===== config.mk =====
export PLATFORM = sky130hd
export DESIGN_NAME = pl_dac_stream
export DESIGN_NICKNAME = d
export VERILOG_FILES = /design/src/rtl/pl_dac_pkg.sv /design/src/rtl/pl_dac_fifo.sv /design/src/rtl/pl_dac_stream.sv
export SDC_FILE = /design/constraint.sdc
export NUM_CORES = 1
export LEC_CHECK = 0
export CORE_ASPECT_RATIO = 1.75
export CORE_UTILIZATION = 38
export CTS_BUF_LIST = sky130_fd_sc_hd__clkbuf_4
export DETAILED_ROUTE_END_ITERATION = 8
export REMOVE_ABC_BUFFERS = 1
export SETUP_SLACK_MARGIN = 0.3
export SLEW_MARGIN = 20
export SYNTH_ARGS = -nofsm -noshare
export SYNTH_HDL_FRONTEND = slang
export SYNTH_HIERARCHICAL = 1
export SYNTH_SLANG_ARGS = --single-unit

===== constraint.sdc =====
create_clock -name i_CMOS_Clk -period 5.73 [get_ports i_CMOS_Clk]
set_input_delay 0.573 -clock i_CMOS_Clk [delete_from_list [all_inputs] [get_ports i_CMOS_Clk]]
set_output_delay 0.573 -clock i_CMOS_Clk [all_outputs]
set_load 0.03 [all_outputs]

===== src/rtl/pl_dac_pkg.sv =====
// Shared types and constants for the PL DAC transmit stream path.
package pl_dac_pkg;

  // Width of the AXI4-Stream data bus coming from the PS/DMA side.
  localparam int AXIS_W = 16;

  // Width of the transfer-control state encoding.
  localparam int STATE_W = 2;

  // Transfer-control states.
  typedef enum logic [STATE_W-1:0] {
    ST_IDLE    = 2'd0,
    ST_PREFILL = 2'd1,
    ST_RUN     = 2'd2,
    ST_DONE    = 2'd3
  } state_e;

endpackage


===== src/rtl/pl_dac_fifo.sv =====
// Single-clock sample FIFO with a synchronous flush.
// The read port shows the head entry whenever the FIFO is non-empty.
module pl_dac_fifo #(
  parameter int DATA_W     = 12,
  parameter int FIFO_DEPTH = 16
) (
  input  logic                            clk_i,
  input  logic                            rst_ni,
  input  logic                            flush_i,
  input  logic                            push_i,
  input  logic [DATA_W-1:0]               wdata_i,
  input  logic                            pop_i,
  output logic [DATA_W-1:0]               rdata_o,
  output logic                            full_o,
  output logic                            empty_o,
  output logic [$clog2(FIFO_DEPTH):0]     level_o
);

  localparam int AW = $clog2(FIFO_DEPTH);
  localparam int LW = AW + 1;

  // The extra pointer bit tells full from empty when the indices are equal.
  logic [LW-1:0]     wptr_q;
  logic [LW-1:0]     rptr_q;
  logic [DATA_W-1:0] mem_q [FIFO_DEPTH];
  logic              do_push;
  logic              do_pop;

  assign level_o = wptr_q - rptr_q;
  assign full_o  = (level_o == LW'(FIFO_DEPTH));
  assign empty_o = (level_o == '0);
  assign do_push = push_i && !full_o;
  assign do_pop  = pop_i && !empty_o;
  assign rdata_o = mem_q[rptr_q[AW-1:0]];

  // Pointer update; flush empties the FIFO on the next edge and wins over push/pop.
  always_ff @(posedge clk_i or negedge rst_ni) begin
    // NOTE: sequential state uses non-blocking assignments so every register samples pre-edge values.
    if (!rst_ni) begin
      wptr_q <= '0;
      rptr_q <= '0;
    end else if (flush_i) begin
      wptr_q <= '0;
      rptr_q <= '0;
    end else begin
      if (do_push) wptr_q <= wptr_q + LW'(1);
      if (do_pop)  rptr_q <= rptr_q + LW'(1);
    end
  end

  // Storage write.
  // NOTE: the array has no reset; entries are only read after being written, so a reset would only cost routing.
  always_ff @(posedge clk_i) begin
    if (do_push) mem_q[wptr_q[AW-1:0]] <= wdata_i;
  end

endmodule


===== src/rtl/pl_dac_stream.sv =====
// AXI4-Stream to parallel CMOS DAC transmit path with work/done handshake.
// Optional tlast framing check is compiled in with `define DAC_LAST_CHECK_EN.
module pl_dac_stream
  import pl_dac_pkg::*;
#(
  parameter int DATA_W     = 12,
  parameter int FIFO_DEPTH = 16,
  parameter int PREFILL    = 4,
  parameter int COUNT_W    = 32
) (
  input  logic               i_CMOS_Clk,
  input  logic               i_CMOS_Rst_n,
  input  logic [AXIS_W-1:0]  i_S_Axis_Tdata,
  input  logic               i_S_Axis_Tvalid,
  output logic               o_S_Axis_Tready,
  input  logic               i_S_Axis_Tlast,
  input  logic               i_DAC_Work,
  input  logic [COUNT_W-1:0] i_Count,
  output logic [DATA_W-1:0]  o_CMOS_Data,
  output logic               o_DAC_Valid,
  output logic               o_DAC_Done,
  output logic               o_DAC_Underrun
`ifdef DAC_LAST_CHECK_EN
  ,
  output logic               o_DAC_Last_Err
`endif
);

  localparam int LVL_W = $clog2(FIFO_DEPTH) + 1;
  localparam logic [LVL_W-1:0] PREFILL_LVL = LVL_W'(PREFILL);

  state_e             state_q;
  logic [COUNT_W-1:0] cnt_lat_q;
  logic [COUNT_W-1:0] rx_cnt_q;
  logic [COUNT_W-1:0] rx_cnt_d;
  logic [COUNT_W-1:0] tx_cnt_q;
  logic [COUNT_W-1:0] tx_cnt_d;
  logic [DATA_W-1:0]  data_q;
  logic               valid_q;
  logic               done_q;
  logic               underrun_q;

  logic               active;
  logic               start;
  logic               abort;
  logic               push;
  logic               pop;
  logic               fifo_full;
  logic               fifo_empty;
  logic [LVL_W-1:0]   fifo_level;
  logic [DATA_W-1:0]  fifo_rdata;

  // Handshake and datapath control, all derived from registered state so
  // tready never depends on tvalid.
  assign active          = (state_q == ST_PREFILL) || (state_q == ST_RUN);
  assign start           = (state_q == ST_IDLE) && i_DAC_Work && !done_q;
  assign abort           = active && !i_DAC_Work;
  assign o_S_Axis_Tready = active && !fifo_full && (rx_cnt_q != cnt_lat_q);
  assign push            = i_S_Axis_Tvalid && o_S_Axis_Tready;
  assign pop             = (state_q == ST_RUN) && !abort && !fifo_empty;
  assign rx_cnt_d        = rx_cnt_q + COUNT_W'(1);
  assign tx_cnt_d        = tx_cnt_q + COUNT_W'(1);

  assign o_CMOS_Data    = data_q;
  assign o_DAC_Valid    = valid_q;
  assign o_DAC_Done     = done_q;
  assign o_DAC_Underrun = underrun_q;

  pl_dac_fifo #(
    .DATA_W     (DATA_W),
    .FIFO_DEPTH (FIFO_DEPTH)
  ) u_fifo (
    .clk_i   (i_CMOS_Clk),
    .rst_ni  (i_CMOS_Rst_n),
    .flush_i (abort),
    .push_i  (push),
    .wdata_i (i_S_Axis_Tdata[DATA_W-1:0]),
    .pop_i   (pop),
    .rdata_o (fifo_rdata),
    .full_o  (fifo_full),
    .empty_o (fifo_empty),
    .level_o (fifo_level)
  );

  // Transfer FSM with registered DAC bus, valid, done and underrun outputs.
  always_ff @(posedge i_CMOS_Clk or negedge i_CMOS_Rst_n) begin
    if (!i_CMOS_Rst_n) begin
      state_q    <= ST_IDLE;
      cnt_lat_q  <= '0;
      rx_cnt_q   <= '0;
      tx_cnt_q   <= '0;
      data_q     <= '0;
      valid_q    <= 1'b0;
      done_q     <= 1'b0;
      underrun_q <= 1'b0;
    end else begin
      if (push) rx_cnt_q <= rx_cnt_d;
      case (state_q)
        ST_IDLE: begin
          valid_q <= 1'b0;
          if (start) begin
            cnt_lat_q  <= i_Count;
            rx_cnt_q   <= '0;
            tx_cnt_q   <= '0;
            underrun_q <= 1'b0;
            if (i_Count == '0) begin
              state_q <= ST_DONE;
              done_q  <= 1'b1;
            end else begin
              state_q <= ST_PREFILL;
            end
          end
        end
        ST_PREFILL: begin
          if (!i_DAC_Work) begin
            state_q <= ST_IDLE;
          end else if ((fifo_level >= PREFILL_LVL) || (rx_cnt_q == cnt_lat_q)) begin
            state_q <= ST_RUN;
          end
        end
        ST_RUN: begin
          if (!i_DAC_Work) begin
            state_q <= ST_IDLE;
            valid_q <= 1'b0;
          end else if (!fifo_empty) begin
            data_q   <= fifo_rdata;
            valid_q  <= 1'b1;
            tx_cnt_q <= tx_cnt_d;
            if (tx_cnt_d == cnt_lat_q) begin
              state_q <= ST_DONE;
              done_q  <= 1'b1;
            end
          end else begin
            valid_q    <= 1'b0;
            underrun_q <= 1'b1;
          end
        end
        ST_DONE: begin
          valid_q <= 1'b0;
          if (!i_DAC_Work) begin
            done_q  <= 1'b0;
            state_q <= ST_IDLE;
          end
        end
        default: state_q <= ST_IDLE;
      endcase
    end
  end

`ifdef DAC_LAST_CHECK_EN
  logic last_err_q;
  logic unused_axis;

  assign o_DAC_Last_Err = last_err_q;
  assign unused_axis    = ^i_S_Axis_Tdata[AXIS_W-1:DATA_W];

  // Sticky framing error: tlast must mark exactly the final beat of the transfer.
  always_ff @(posedge i_CMOS_Clk or negedge i_CMOS_Rst_n) begin
    if (!i_CMOS_Rst_n) begin
      last_err_q <= 1'b0;
    end else if (start) begin
      last_err_q <= 1'b0;
    end else if (push && (i_S_Axis_Tlast != (rx_cnt_d == cnt_lat_q))) begin
      last_err_q <= 1'b1;
    end
  end
`else
  logic unused_axis;

  assign unused_axis = ^{i_S_Axis_Tdata[AXIS_W-1:DATA_W], i_S_Axis_Tlast};
`endif

endmodule


**Word-level counts from Yosys, hierarchy flattened**

Memories as Yosys holds them, arrays and structs flattened. A register that Yosys moved wholly into a read port is not among the register bits.
Index checks and enable logic that the tools add are counted.
W data, S select, Z words.

- Add/sub/neg operators: 5
- Multipliers: 0
- Div/mod/pow operators: 0
- $lt $le $gt $ge: 1
- Eq/ne operators: 17
- Shift operators: 0
- Muxes and demuxes: 36
- Bitwise gates (word level): 1
- Reductions and logical operators: 33

Operators with widths:

| operator | count |
|---|---|
| $mux W32 | 6 |
| $add A32 B1 Y32 const B | 2 |
| $eq A32 B32 Y1 | 2 |
| $pmux W32 S2 | 1 |
| $logic_not A32 Y1 | 1 |
| $ne A32 B32 Y1 | 1 |
| $mux W5 | 4 |
| $mux W2 | 8 |
| $mux W1 | 13 |
| $add A5 B1 Y5 const B | 2 |
| $logic_and A1 B1 Y1 | 10 |
| $ne A2 B2 Y1 const B | 5 |
| $pmux W2 S4 | 1 |
| $reduce_and A4 Y1 | 2 |
| $reduce_bool A2 Y1 | 4 |
| $reduce_and A7 Y1 | 1 |
| $logic_not A1 Y1 | 6 |
| $ne A3 B2 Y1 const B | 2 |
| $eq A5 B5 Y1 const B | 1 |
| $ge A5 B3 Y1 const B | 1 |
| $logic_not A5 Y1 | 1 |
| $reduce_and A5 Y1 | 1 |
| $sub A5 B5 Y5 | 1 |
| $eq A2 B2 Y1 const B | 2 |
| other kinds (12) | 15 |

- Bits in registers: 111
- Latch bits: 0
- Bits in writable memories: 192
- Bits in read-only memories: 0
- Bits of input ports: 53
- Logic and storage cells: 103
- Memories: 1

Memories:

| name | words | width | read ports | clocked after Yosys merged registers in | wr ports | RTL line | source |
|---|---|---|---|---|---|---|---|
| u_fifo.mem_q | 16 | 12 | 1 | 1 | 1 | pl_dac_fifo.sv:25 | `logic [DATA_W-1:0] mem_q [FIFO_DEPTH];` |

**Logic depth before layout (Yosys ltp)**

- Depth after elaboration: 9
- Depth in mapped cells: 14
- Mapped depth without buffers: 13

**By module**

The synthesis kept the hierarchy.

Modules (own cells, without submodules):

| module | instances | cells each | area an instance (µm²) | seq. area each (µm²) |
|---|---|---|---|---|
| pl_dac_fifo | 1 | 371 | 8124.0 | 6015.8 |
| pl_dac_stream | 1 | 784 | 6780.3 | 2827.7 |

**Worst setup path after synthesis**

OpenSTA, ideal clock, no wires.

- Kind: register to register
- Start: register u_fifo.rptr_q[1]
- End: memory u_fifo.mem_q[3][0] (enable)
- Arrival time: 3.864 ns
- Slack: 1.470 ns
- Stages on the path, launching flop included: 14
- Buffers on the path: 3
- Clock period less this slack: 4.260 ns
- Cells stage by stage: dfrtp_1 clkbuf_1 clkbuf_1 inv_1 fa_1 xor2_1 nand4b_1 a211oi_4 and3b_1 o21a_1 clkbuf_1 nand2_1 or2_2 nor3_1

- Word-level cells in the longest chain between the ends: 9

Ends and longest elaborated chain:

| what | RTL line | source |
|---|---|---|
| from (decl) | pl_dac_fifo.sv:24 | `logic [LW-1:0] rptr_q;` |
| from (signal assigned) | pl_dac_fifo.sv:47 | `if (do_pop) rptr_q <= rptr_q + LW'(1);` |
| $sub A5 B5 Y5 | pl_dac_fifo.sv:29 | `assign level_o = wptr_q - rptr_q;` |
| net fifo_level[2] | pl_dac_stream.sv:50 | `logic [LVL_W-1:0] fifo_level;` |
| $eq A5 B5 Y1 | pl_dac_fifo.sv:30 | `assign full_o = (level_o == LW'(FIFO_DEPTH));` |
| net fifo_full | pl_dac_stream.sv:48 | `logic fifo_full;` |
| $logic_not A1 Y1 | pl_dac_stream.sv:58 | `assign o_S_Axis_Tready = active && !fifo_full && (rx_cnt_q != cnt_lat_q);` |
| $logic_and A1 B1 Y1 (2 in series) | pl_dac_stream.sv:58 |  |
| $logic_and A1 B1 Y1 | pl_dac_stream.sv:59 | `assign push = i_S_Axis_Tvalid && o_S_Axis_Tready;` |
| net push | pl_dac_stream.sv:46 | `logic push;` |
| $logic_and A1 B1 Y1 | pl_dac_fifo.sv:32 | `assign do_push = push_i && !full_o;` |
| $mux W1 | pl_dac_fifo.sv:54 | `if (do_push) mem_q[wptr_q[AW-1:0]] <= wdata_i;` |
| $mux W1 (not written as such) | pl_dac_fifo.sv:54 |  |
| to (decl) | pl_dac_fifo.sv:25 |  |

The timed path passes the listed nets, and every way through them passes these cells.

**Worst setup path after layout**

- Start: register u_fifo.rptr_q[2]
- End: output o_S_Axis_Tready

- Word-level cells in the longest chain between the ends: 5

Ends and longest elaborated chain:

| what | RTL line | source |
|---|---|---|
| $sub A5 B5 Y5 | pl_dac_fifo.sv:29 |  |
| net fifo_level[2] | pl_dac_stream.sv:50 |  |
| $eq A5 B5 Y1 | pl_dac_fifo.sv:30 |  |
| net fifo_full | pl_dac_stream.sv:48 |  |
| $logic_not A1 Y1 | pl_dac_stream.sv:58 |  |
| $logic_and A1 B1 Y1 (2 in series) | pl_dac_stream.sv:58 |  |
| to (decl) | pl_dac_stream.sv:15 | `output logic o_S_Axis_Tready,` |

The timed path passes the listed nets, and every way through them passes these cells.

==> run_results.csv <==
group,metric,value,unit
outcome,status,"finished clean",
timing,fin_crit,4.62,ns
timing,relSlewSlack,28.6,%
detailed_routing,ant_nets,0,
critical_path,critical_path.top_delay_family,"flip-flops",
final_layout,fin_util,44.2,%
synth,synth.avg_cell_area,12.9,µm²
pwr,power_density,265,nW/µm²
final_layout,syn_to_final_growth,14.3,%
timing,finalHoldWorstSlack,0.343,ns
critical_path,worstPathMaxFanout,17,
die,io_pins,69,
die,core,38500,µm²
critical_path,critPathKind,"reg -> out",
detailed_routing,via_per_inst,5.41,
detailed_routing,num_vias,9724,
clock_network,cts_made_buffers,78,
global_routing,grt_pass1_wl,57.5,mm
final_layout,final_area,17000,µm²
critical_path,start_kind,"flip-flop",
critical_path,required,5.16,ns
detailed_routing,drt-total-wl,37.1,mm
clock_network,clock_path_buffers,3,
critical_path,cpMaxStageDelayCell,"dfrtp_1",
detailed_routing,drc,0,
clock_network,cts_root_buffer,"clkbuf_4",
synth,synthCells,1154,
pwr,power,4.52,mW
final_layout,fin_nets,1319,
placement,placed_area,16000,µm²
global_routing,grt_pass1_vias,10100,
timing,period_share,80.6,%
timing,slew_violations,0,
clock_network,clk_latency,0.79,ns
clock_network,cts_tree,"yes",
placement,portBuffers,63,
detailed_routing,wl_per_cell,20.7,µm
die,die_area,40000,µm²
final_layout,final_common_cell,"edfxtp_1",
global_routing,grt.overflow.total,0,
final_layout,final_cell_mix,"edfxtp_1 (192), nand2_1 (151), clkbuf_4 (122)",
global_routing,grt.total_usage,19.5,%
timing,fmax,217,MHz
final_layout,fillers,3592,
die,die_w,152,µm
timing,tightest_slew,1.06,ns
worst_hold_path,hold_path.class,"in -> reg",
clock_network,clock_sinks,315,
timing,setup_slack,1.11,ns
global_routing,antenna_found_initial,1,
synth,netlist_area,14900,µm²
critical_path,slowest_delay,0.93,ns
final_layout,layout.cells.non_filler,1796,
placement,placed_cells,1653,
clock_network,clk_pin_slew_worst_paths,0.07,ns
timing,tns,0,ns
clock_network,htreeDepth,3,
critical_path,crit_chain,"inv_1 > ha_1 > xor2_1 > nand4b_1 > a211oi_4 > nor3b_1 > clkdlybuf4s50_1",
critical_path,worst-path-buf-inv,2,
die,start_util,38.7,%
flow_run,maxCapViolCount,0,
pwr,p_leak,6.50,nW
placement,place_hpwl,25.0,mm
timing,setup_viol,0,
die,core.rowCount,95,
critical_path,cp-end-kind,"output port",
timing,grt_setup_unrepaired,"no",
clock_network,cts_resized,0,
timing,finalClockSkew,0.0537,ns
final_layout,drive_gt1_share,19.3,%
critical_path,crit_arrival,4.05,ns
synth,yosysWarnings,6,
detailed_routing,drtIter0Drc,460,
global_routing,grt_max_degree,94,
placement,pre_cts_ws,1.51,ns
detailed_routing,drt_pass1_iterations,5,
placement,gp_congestion,0.876,
die,die_h,264,µm
timing,hold_violations,0,
pwr,ir_drop,0.000181,V
==> cell type report <==
type                       instances  area [µm²]  area share (%)
clock inverter                    19         121           0.712
multi-input combinational        757        5720            33.6
timing repair buffer              78         751            4.41
clock buffer                     122         916            5.38
inverter                          19        71.3           0.419
antenna                            1        2.50          0.0147
sequential                       315        8850            51.9
tap                              485         607            3.56
==> worst reg2reg max path: cells and delay by family (launching register included) <==
family                   cells  cell delay (ns)
AND/OR/NAND/NOR              4             1.66
flip-flops                   1             0.93
AO/OA/AOI/OAI                2             0.49
adder cells (fa/ha/maj)      1             0.38
XOR/XNOR                     1             0.23
buffers and inverters        1             0.11
==> flip-flops by register name, indices dropped and copies added, names as in the netlist <==
name	cells
u_fifo/mem_q	192
cnt_lat_q	32
rx_cnt_q	32
tx_cnt_q	32
o_CMOS_Data	12
u_fifo/rptr_q	5
u_fifo/wptr_q	5
state_q	2
o_DAC_Done	1
o_DAC_Underrun	1
o_DAC_Valid	1
==> timing repair <==
action                    in CTS  in global routing
setup buffers                  0                  0
hold buffers                   1                  0
hold endpoints to repair      92                  0
==> per-layer routing <==
layer | part of all wire [%] | global-route usage, % | routed length [µm] | up-vias
li1 | - | - | - | 4529
met1 | 37 | 20.8 | 13600 | 4892
met2 | 55 | 35.4 | 20500 | 235
met3 | 3.8 | 3.58 | 1410 | 68
met4 | 4.3 | 10.5 | 1610 | 0
met5 | 0 | 0 | 0 | -
==> where the power goes <==
group          switching, mW  leakage (nW)  internal, mW
logic                 0.0760          2.50        0.0576
clock network          0.917         0.616          1.02
registers             0.0211          3.39          2.42
total                   1.01          6.50          3.50
==> path summary, 6_finish.rpt <==
path | start | endpoint | slack, ns | depth (start not counted)
max reg2reg | u_fifo/rptr_q[2]$_DFFE_PN0P_ | u_fifo/mem_q[5][10]$_DFFE_PP_ | 1.55 | 9
max in group asynchronous | i_CMOS_Rst_n | u_fifo/rptr_q[1]$_DFFE_PN0P_ | 4.14 | 3
min | i_Count[18] | cnt_lat_q[18]$_DFFE_PN0P_ | 0.34 | 3
min reg2reg | o_DAC_Valid$_DFFE_PN0P_ | o_DAC_Valid$_DFFE_PN0P_ | 0.50 | 2
min in group asynchronous | i_CMOS_Rst_n | cnt_lat_q[7]$_DFFE_PN0P_ | 0.49 | 2
max | u_fifo/rptr_q[2]$_DFFE_PN0P_ | o_S_Axis_Tready | 1.11 | 7
Note: power is estimated with default switching activity, not from simulation.
